[src/rtl/ecc_pkg.sv]
// Shared definitions for the 32-bit SEC-DED code used by the FIFO encoder and
// decoder. Both sides call parity_vec() so the data-to-position map cannot
// drift between them.
//   DATA_W / ECC_W / NPOS : code geometry (check field is {p[5:0], p0})
//   data_pos()            : data bit index -> Hamming position (1..38)
//   parity_vec()          : p[5:0] for a data word
//   dec_out_t             : one decoded word as it leaves the pipeline
package ecc_pkg;

  localparam int DATA_W = 32;
  localparam int ECC_W  = 7;
  localparam int SYN_W  = 6;
  localparam int NPOS   = 38;

  typedef struct packed {
    logic [DATA_W-1:0] data;
    logic              sec;
    logic              ded;
    logic [ECC_W-1:0]  syn;   // {s[5:0], ov}
  } dec_out_t;

  // Data bits fill the non-power-of-2 positions in ascending order.
  function automatic int data_pos(input int idx);
    int cnt;
    int pos;
    cnt = 0;
    pos = 0;
    for (int p = 1; p <= NPOS; p++) begin
      if ((p & (p - 1)) != 0) begin
        if (cnt == idx) pos = p;
        cnt++;
      end
    end
    return pos;
  endfunction

  // p[k] covers every data position whose index has bit k set.
  function automatic logic [SYN_W-1:0] parity_vec(input logic [DATA_W-1:0] d);
    logic [SYN_W-1:0] p;
    int               pos;
    p = '0;
    for (int i = 0; i < DATA_W; i++) begin
      pos = data_pos(i);
      for (int k = 0; k < SYN_W; k++) begin
        if (pos[k]) p[k] = p[k] ^ d[i];
      end
    end
    return p;
  endfunction

endpackage

[src/rtl/ecc_syndrome32.sv]
// Combinational syndrome generator for one stored word.
//   i_data  : stored 32-bit data
//   i_ecc   : stored check field {p[5:0], p0}
//   o_syn   : s[5:0], stored p[k] XOR recomputed p[k]
//   o_ov    : overall parity across data and all check bits
module ecc_syndrome32
  import ecc_pkg::*;
(
  input  logic [DATA_W-1:0] i_data,
  input  logic [ECC_W-1:0]  i_ecc,
  output logic [SYN_W-1:0]  o_syn,
  output logic              o_ov
);

  assign o_syn = i_ecc[ECC_W-1:1] ^ parity_vec(i_data);
  assign o_ov  = ^{i_data, i_ecc};

endmodule

[src/rtl/ecc_decode32_pipe.sv]
// Two-stage SEC-DED checker/corrector on the FIFO read side.
// Stage 1 captures the data with its syndrome; stage 2 holds the corrected
// word and flags until the consumer takes them. Saturating SEC/DED counters
// advance on each output handshake.
//   in_valid/in_ready/in_data/in_ecc   : stored word from the FIFO
//   out_valid/out_ready/out_data       : corrected word to the consumer
//   out_sec/out_ded/out_syndrome       : error classification, {s, ov}
//   cnt_clr/cnt_sec/cnt_ded            : software error counters
module ecc_decode32_pipe
  import ecc_pkg::*;
#(
  parameter int CNT_W = 16
) (
  input  logic                 clk,
  input  logic                 rst_n,
  input  logic                 in_valid,
  output logic                 in_ready,
  input  logic [DATA_W-1:0]    in_data,
  input  logic [ECC_W-1:0]     in_ecc,
  output logic                 out_valid,
  input  logic                 out_ready,
  output logic [DATA_W-1:0]    out_data,
  output logic                 out_sec,
  output logic                 out_ded,
  output logic [ECC_W-1:0]     out_syndrome,
  input  logic                 cnt_clr,
  output logic [CNT_W-1:0]     cnt_sec,
  output logic [CNT_W-1:0]     cnt_ded
);

  logic              w_ld1;
  logic              w_ld2;
  logic              w_out_fire;
  logic [SYN_W-1:0]  w_syn;
  logic              w_ov;
  dec_out_t          w_dec;

  logic              r_v1;
  logic [DATA_W-1:0] r_data1;
  logic [SYN_W-1:0]  r_syn1;
  logic              r_ov1;
  logic              r_v2;
  dec_out_t          r_st2;
  logic [CNT_W-1:0]  r_cnt_sec;
  logic [CNT_W-1:0]  r_cnt_ded;

  // A stage loads when empty or when its word moves on this cycle.
  assign w_ld2      = !r_v2 || out_ready;
  assign w_ld1      = !r_v1 || w_ld2;
  assign in_ready   = w_ld1;
  assign w_out_fire = r_v2 && out_ready;

  ecc_syndrome32 u_syn (
    .i_data (in_data),
    .i_ecc  (in_ecc),
    .o_syn  (w_syn),
    .o_ov   (w_ov)
  );

  // NOTE: sequential state uses non-blocking assignments so every register
  // samples pre-edge values regardless of process ordering.
  always_ff @(posedge clk or negedge rst_n) begin
    if (!rst_n) begin
      r_v1 <= 1'b0;
    end else if (w_ld1) begin
      r_v1 <= in_valid;
    end
  end

  // NOTE: stage-1 payload is qualified by r_v1, so it needs no reset; leaving
  // it out keeps the reset tree to the control bits and visible outputs.
  always_ff @(posedge clk) begin
    if (w_ld1 && in_valid) begin
      r_data1 <= in_data;
      r_syn1  <= w_syn;
      r_ov1   <= w_ov;
    end
  end

  // Stage-2 classification of the word held in stage 1.
  // NOTE: every field gets a default first so no path leaves a latch behind.
  always_comb begin
    logic [DATA_W-1:0] flip;
    flip        = '0;
    w_dec       = '0;
    w_dec.syn   = {r_syn1, r_ov1};
    if (!r_ov1) begin
      w_dec.ded = (r_syn1 != '0);
    end else if (int'(r_syn1) <= NPOS) begin
      // S=0 (p0) and power-of-2 S (p bits) match no data position: no flip.
      w_dec.sec = 1'b1;
      for (int i = 0; i < DATA_W; i++) begin
        if (int'(r_syn1) == data_pos(i)) flip[i] = 1'b1;
      end
    end else begin
      w_dec.ded = 1'b1;
    end
    w_dec.data = r_data1 ^ flip;
  end

  always_ff @(posedge clk or negedge rst_n) begin
    if (!rst_n) begin
      r_v2  <= 1'b0;
      r_st2 <= '0;
    end else if (w_ld2) begin
      r_v2 <= r_v1;
      if (r_v1) r_st2 <= w_dec;
    end
  end

  // Clear wins over a same-cycle increment.
  always_ff @(posedge clk or negedge rst_n) begin
    if (!rst_n) begin
      r_cnt_sec <= '0;
      r_cnt_ded <= '0;
    end else if (cnt_clr) begin
      r_cnt_sec <= '0;
      r_cnt_ded <= '0;
    end else if (w_out_fire) begin
      if (r_st2.sec && (r_cnt_sec != '1)) r_cnt_sec <= r_cnt_sec + 1'b1;
      if (r_st2.ded && (r_cnt_ded != '1)) r_cnt_ded <= r_cnt_ded + 1'b1;
    end
  end

  assign out_valid    = r_v2;
  assign out_data     = r_st2.data;
  assign out_sec      = r_st2.sec;
  assign out_ded      = r_st2.ded;
  assign out_syndrome = r_st2.syn;
  assign cnt_sec      = r_cnt_sec;
  assign cnt_ded      = r_cnt_ded;

endmodule

[config.mk]
export PLATFORM = sky130hd
export DESIGN_NAME = ecc_decode32_pipe
export DESIGN_NICKNAME = d
export VERILOG_FILES = /design/src/rtl/ecc_pkg.sv /design/src/rtl/ecc_syndrome32.sv /design/src/rtl/ecc_decode32_pipe.sv
export SDC_FILE = /design/constraint.sdc
export NUM_CORES = 1
export LEC_CHECK = 0
export CAP_MARGIN = 20
export CELL_PAD_IN_SITES_DETAIL_PLACEMENT = 0
export CELL_PAD_IN_SITES_GLOBAL_PLACEMENT = 2
export CORE_MARGIN = 2
export CORE_UTILIZATION = 34
export CTS_BUF_LIST = sky130_fd_sc_hd__clkbuf_8
export DETAILED_ROUTE_END_ITERATION = 8
export HOLD_SLACK_MARGIN = 0.1
export PLACE_DENSITY = 0.89
export SLEW_MARGIN = 10
export SYNTH_ARGS = -nofsm -noshare
export SYNTH_HDL_FRONTEND = slang
export SYNTH_SLANG_ARGS = --single-unit
export TNS_END_PERCENT = 10
[constraint.sdc]
create_clock -name clk -period 2.1 [get_ports clk]
set_clock_uncertainty 0.05 [all_clocks]
set_input_delay 0.21 -clock clk [delete_from_list [all_inputs] [get_ports clk]]
set_output_delay 0.21 -clock clk [all_outputs]
set_load 0.02 [all_outputs]
; ---- After elaboration in Yosys (flattened, before gate mapping)
; Index checks and enable logic that the tools add are counted.
; Widths: inputs -> output; s select.
[op_classes]
addsub = 32
n_reduce_logical = 47
eq_ne = 995
muxes = 1162
bitwise_logic = 86
order_cmp = 1
[ops]
columns = cell, n
row1 = $mux 32, 1088
row2 = $eq 32x6->1 const B, 496
row3 = $eq 32x5->1 const B, 248
row4 = $eq 32x4->1 const B, 124
row5 = $eq 32x3->1 const B, 62
row6 = $eq 7x32->1, 32
row7 = $eq 32x2->1 const B, 31
row8 = $logic_not 32->1, 31
row9 = $add 32x2->32 const B, 30
row10 = $mux 16, 6
row11 = $mux 3, 32
row12 = $xor 1x1->1, 84
row13 = $reduce_xor 39->1, 1
row14 = $mux 1, 36
row15 = $add 16x1->16 const B, 2
row16 = $ne 16x16->1 const B, 2
row17 = $xor 32x32->32, 1
row18 = $le 6x6->1 const B, 1
row19 = $reduce_and 2->1, 3
row20 = $reduce_bool 2->1, 3
row21 = $reduce_bool 6->1, 1
row22 = $xor 6x6->6, 1
row23 = $logic_and 1x1->1, 4
row24 = $logic_not 1->1, 2
row25 = $logic_or 1x1->1, 2
[word_totals]
in_bits = 44
out_inout_bits = 75
register_bits = 114
elab_cells = 2334

; ---- Longest topological paths before layout
[logic_depth]
depth_word = 102
depth_mapped = 6
depth_no_buf = 6

; ---- Modules after synthesis
; Synthesis repeated with hierarchy kept, for this count alone.
[hier_totals]
hier_cells = 521
hier_area_um2 = 5846.9
[modules_own_cells]
columns = mod, cells_per_inst, instances, area_each_um2, seq_area_each_um2
row1 = ecc_decode32_pipe, 448, 1, 5121.2, 3047.9
row2 = ecc_syndrome32, 73, 1, 725.7, 0.0

; ---- Least setup slack after synthesis
; OpenSTA, ideal clock, no wires.
[synth_timing]
path_type = reg2reg
from = register r_v2, in the netlist out_valid
to = register r_data1[0], enable pin
period_less_slack_ps = 2209
setup_slack_ps = -109
arrival_ps = 1759
n_path_buf = 0
path_stages_with_launch = 3
t_required_ps = 1650
setup_ps = 400
cell_sequence = dfrtp_1 > nand3b_1 > and2_1
[synth_between]
elab_chain_len = 4
[synth_lines]
columns = element, line
row1 = "start, declared", ecc_decode32_pipe.sv:42  ; logic r_v2;
row2 = "start signal, assigned", ecc_decode32_pipe.sv:106  ; r_v2 <= r_v1;
row3 = $logic_not 1->1, ecc_decode32_pipe.sv:48  ; assign w_ld2 = !r_v2 || out_ready;
row4 = $logic_or 1x1->1, ecc_decode32_pipe.sv:48
row5 = $logic_or 1x1->1, ecc_decode32_pipe.sv:49  ; assign w_ld1 = !r_v1 || w_ld2;
row6 = net in_ready, ecc_decode32_pipe.sv:17  ; output logic in_ready,
row7 = $logic_and 1x1->1, ecc_decode32_pipe.sv:73  ; if (w_ld1 && in_valid) begin
row8 = "end signal, assigned", ecc_decode32_pipe.sv:74  ; r_data1 <= in_data;
row9 = "end, declared", ecc_decode32_pipe.sv:39  ; logic [DATA_W-1:0] r_data1;
; The timed path passes the listed nets, and every way through them passes these cells.
; A chain may end at the register's enable or synchronous reset.

; ---- Final worst setup path
[layout_timing]
from = register r_cnt_sec[0], in the netlist cnt_sec[0]
to = register r_cnt_sec[6], in the netlist cnt_sec[6]
[layout_between]
elab_chain_len = 4
word_cells_on_any_way = 8
cone_classes = 1 x add/sub / 1 x eq/ne / 3 x mux / 3 x reduce/logical
[layout_lines]
columns = element, line
row1 = "start, declared", ecc_decode32_pipe.sv:44  ; logic [CNT_W-1:0] r_cnt_sec;
row2 = "start signal, assigned", ecc_decode32_pipe.sv:120  ; if (r_st2.sec && (r_cnt_sec != '1)) r_cnt_sec <= r_cnt_sec + 1'b1;
row3 = $add 16x1->16 / $ne 16x16->1 (equally long branches), ecc_decode32_pipe.sv:120
row4 = $mux 16 / $logic_and 1x1->1 (equally long branches), ecc_decode32_pipe.sv:120
row5 = $mux 16 / $reduce_bool 2->1 (equally long branches), --
row6 = $mux 16 / $reduce_and 2->1 (equally long branches), --
; Several ways; a longest one is shown, not always the timed one. The select of a mux whose other input is x is not followed.

==> PnR_summary.wiki <==
{| class="wikitable"
! Metric !! Value
|-
| Result of the run || completed
|-
| Worst path required time || approximately 2.4 ns
|-
| Post-route core utilization || 0.4861
|-
| Sum of net half-perimeters after detailed placement || 10,840 um
|-
| Max-slew headroom || 0.6283
|-
| CTS tree || yes
|-
| Layout cell share with drive strength beyond 1 || 0.1550
|-
| Number of antenna violations at the first check in global routing || 0
|-
| Vias in the first global route || roughly 4,400
|-
| Max Fanout on Critical Path || 5
|-
| Die outline height || between 100 and 150 um
|-
| Number of buffers inserted to repair setup after CTS || 0
|-
| Weighted congestion reported at the end of routability-driven placement || 0.8158
|-
| Area of the core || about 16,000 um^2
|-
| TritonRoute pass-1 iters || 4
|-
| FMAX || approximately 510 MHz
|-
| Number of enable-type register cells in the synthesized netlist || 39
|-
| Number of H-tree levels || 4
|-
| Largest net degree at the start of global routing || 41
|-
| Ratio of routed vias to standard cells || 4.713
|-
| Actual slew at the worst max-slew pin || roughly 0.56 ns
|-
| Start point of the critical path || cnt_sec[0]
|-
| Number of setup violations in the final report || 0
|-
| Longest Clk Path Bufs || 2
|-
| Post-route antenna net violation count || 0
|-
| # clock sinks || between 100 and 150
|-
| Hold WS || ~0.24 ns
|-
| Mean instance size in the synthesized netlist || 11.13 um^2
|-
| Total DRC errors in the routed layout || 0
|-
| Width of the die || 133.2 um
|-
| #FFs+latches synth || around 110
|-
| Leakage Power || about 0.0031 uW
|-
| Total global routing track utilization || 0.1606
|-
| Synth warn || 0
|-
| Most frequently used cell type in the post-synthesis netlist || xnor2_1
|-
| # rows || 47
|-
| Tcrit/Tclk final || 0.9264
|-
| Share of the yosys chip area belonging to registers || 0.5368
|-
| Peak supply drop || 0.3761 mV
|-
| Net count after synthesis || between 500 and 600
|-
| Global-route wire length before repair || between 20,000 and 25,000 um
|-
| Setup TNS || 0 ns
|-
| Most common flop cell mapped by yosys || dfrtp_1
|-
| Cell Area, Synth || ~5700 um^2
|-
| Number of distinct library cell variants in the gate-level netlist after synthesis || 43
|-
| Final Slew Violations || 0
|-
| Setup crit end kind || register
|-
| Worst-skew pair later-pin latency || ~0.43 ns
|-
| Fraction of post-synthesis cell area in the top cell type by area || 0.3305
|-
| Total gr overflow || 0
|-
| Final wirelength || ~14,000 um
|-
| Growth of design area from synthesis to finish || 40.97%
|-
| Tightest Hold Check Type || input pin to asynchronous set/reset pin
|-
| Initial detailed-routing violation count || ~330
|-
| Endpoint arrival time on the critical path || roughly 2.2 ns
|-
| Total I/O pin count || 119
|-
| Count of final hold-check violations || 0
|-
| Number of port buffers || about 120
|-
| Post-synthesis instance total || 510
|-
| Path type of the worst setup path || register to register
|-
| Power Density || roughly 940 nW/um^2
|-
| Starting density of the core || 0.3448
|-
| Number of clock buffers inserted by TritonCTS || 17
|-
| RSZ-0062 raised after global routing || no
|-
| Floorplan die area || 17,750 um^2
|-
| Post-synth ARST share || 0.6579
|-
| Launch instance of the worst register-to-register path || cnt_sec[0]
|-
| CTS root buffer || clkbuf_8
|-
| Startpoint types || register
|-
| Nets || about 740
|-
| Largest area contributor in the netlist || dfrtp_1
|-
| Cell types occupying the most area after synthesis || dfrtp_1, edfxtp_1, xnor2_1
|-
| WL per Instance || between 10 and 15 um
|-
| Clock slew at the register clock pins of the worst setup and hold paths || 0.07 ns
|-
| Max Cap Violations || 0
|-
| Period minus WS final || just under 2 ns
|-
| Most frequent cells after synthesis || xnor2_1, nor2_1, dfrtp_1
|-
| Vias post-DR || ~4,400
|-
| Antenna diode count || 0
|}
==> what timing repair did <==
| item | CTS | global route |
|---|---|---|
| gates resized for setup | 0 | 1 |
| hold buffers | 1 | 0 |
| setup endpoints to repair | 0 | 1 |
| hold endpoints to repair | 38 | 0 |
==> logic make-up (layout without fill, tap and decap cells) <==
logic type               count (synthesis)  count (layout)  synth area share
AND/OR/NAND/NOR                        178             178            0.1536
XOR/XNOR                               127             127            0.2071
flip-flops                             114             114            0.5368
AO/OA/AOI/OAI                           55              55           0.05818
buffers and inverters                   21             214           0.01476
multiplexers                            13              13           0.02512
adder cells (fa/ha/maj)                  2               2          0.004407
==> path summary, 6_finish.rpt <==
check                                  endpoint  slack (ns)  depth (start not counted)
worst min-delay path                cnt_ded[10]        0.24                          2
min in group clk                           r_v1        0.32                          2
worst max-delay path                 cnt_sec[6]        0.15                          6
worst max register to register       cnt_sec[6]        0.15                          6
max in group asynchronous       out_syndrome[1]        1.20                          3
worst min register to register        out_valid        0.44                          1
==> placed cells by master (no fill, tap or decap), types with 2 or more instances in the layout <==
master / netlist / routed
xnor2_1: 82 / 82
xor2_1: 39 / 39
bufinv_16: 0 / 5
nand3_1: 19 / 19
nor3b_1: 3 / 3
o211ai_1: 4 / 4
ha_1: 2 / 2
clkinvlp_4: 0 / 3
a21oi_1: 37 / 37
a21boi_0: 2 / 2
xnor3_1: 3 / 3
and2_2: 0 / 2
nor2_1: 76 / 76
nor3_1: 13 / 12
clkdlybuf4s50_1: 0 / 117
mux2_2: 10 / 10
clkinv_2: 0 / 2
mux2i_1: 3 / 3
nand2_1: 21 / 21
and3_1: 7 / 7
buf_4: 0 / 58
nand2b_1: 6 / 6
nor4_1: 3 / 3
nand4_1: 12 / 12
a211oi_1: 4 / 4
buf_12: 0 / 2
and4_1: 3 / 3
xnor2_2: 3 / 3
inv_1: 4 / 7
edfxtp_1: 39 / 39
clkbuf_8: 0 / 19
nor4b_1: 2 / 2
nor2b_1: 5 / 5
dfrtp_1: 75 / 75
==> routing by layer <==
metal  track usage  routed length (um)  vias to the layer above
li1              -                   -                     2127
met1        0.1969                5786                     2056
met5             0                   0                        -
met3       0.03501                 602                       24
met4       0.07092                 369                        0
met2        0.2735                6958                      143
==> sequential cells by signal, indices dropped and copies added, names as in the netlist <==
signal	cells
out_data	32
r_data1	32
cnt_ded	16
cnt_sec	16
out_syndrome	7
r_syn1	6
out_ded	1
out_sec	1
out_valid	1
r_ov1	1
r_v1	1
==> per-stage QoR <==
stage	worst slack, ns	total power [uW]	cell area, um^2	std cells
floorplan	0.06970	4174	5679	510
global placement	-0.1752	5209	7533	890
detailed placement	-0.2314	5256	7533	890
CTS	0.1351	7610	7999	923
global route	0.01612	7894	8004	923
finish	0.1545	7523	8004	923
==> critical path, cell delays in order (launching register included) <==
cell and delay (ns):
dfrtp_1 0.44, ha_1 0.29, nand2_1 0.18, nor4_4 0.08, a21boi_2 0.17, nor3b_1 0.27
mux2_2 0.36
==> cell type report <==
type	instances	area, um^2
multi-input combinational	375	2554
timing repair buffer	178	1657
sequential	114	3048
fill	1496	8462
inverter	4	15.01
clock buffer	19	261.5
tap	220	275.3
clock inverter	13	193.9
==> where the power goes <==
part	internal [uW]	switching [uW]	total (uW)	leakage [uW]
logic	1160	1080	2240	0.00152
clock network	1460	884	2340	0.000232
registers	2670	277	2940	0.00130
Note: power is estimated with default switching activity, not from simulation.
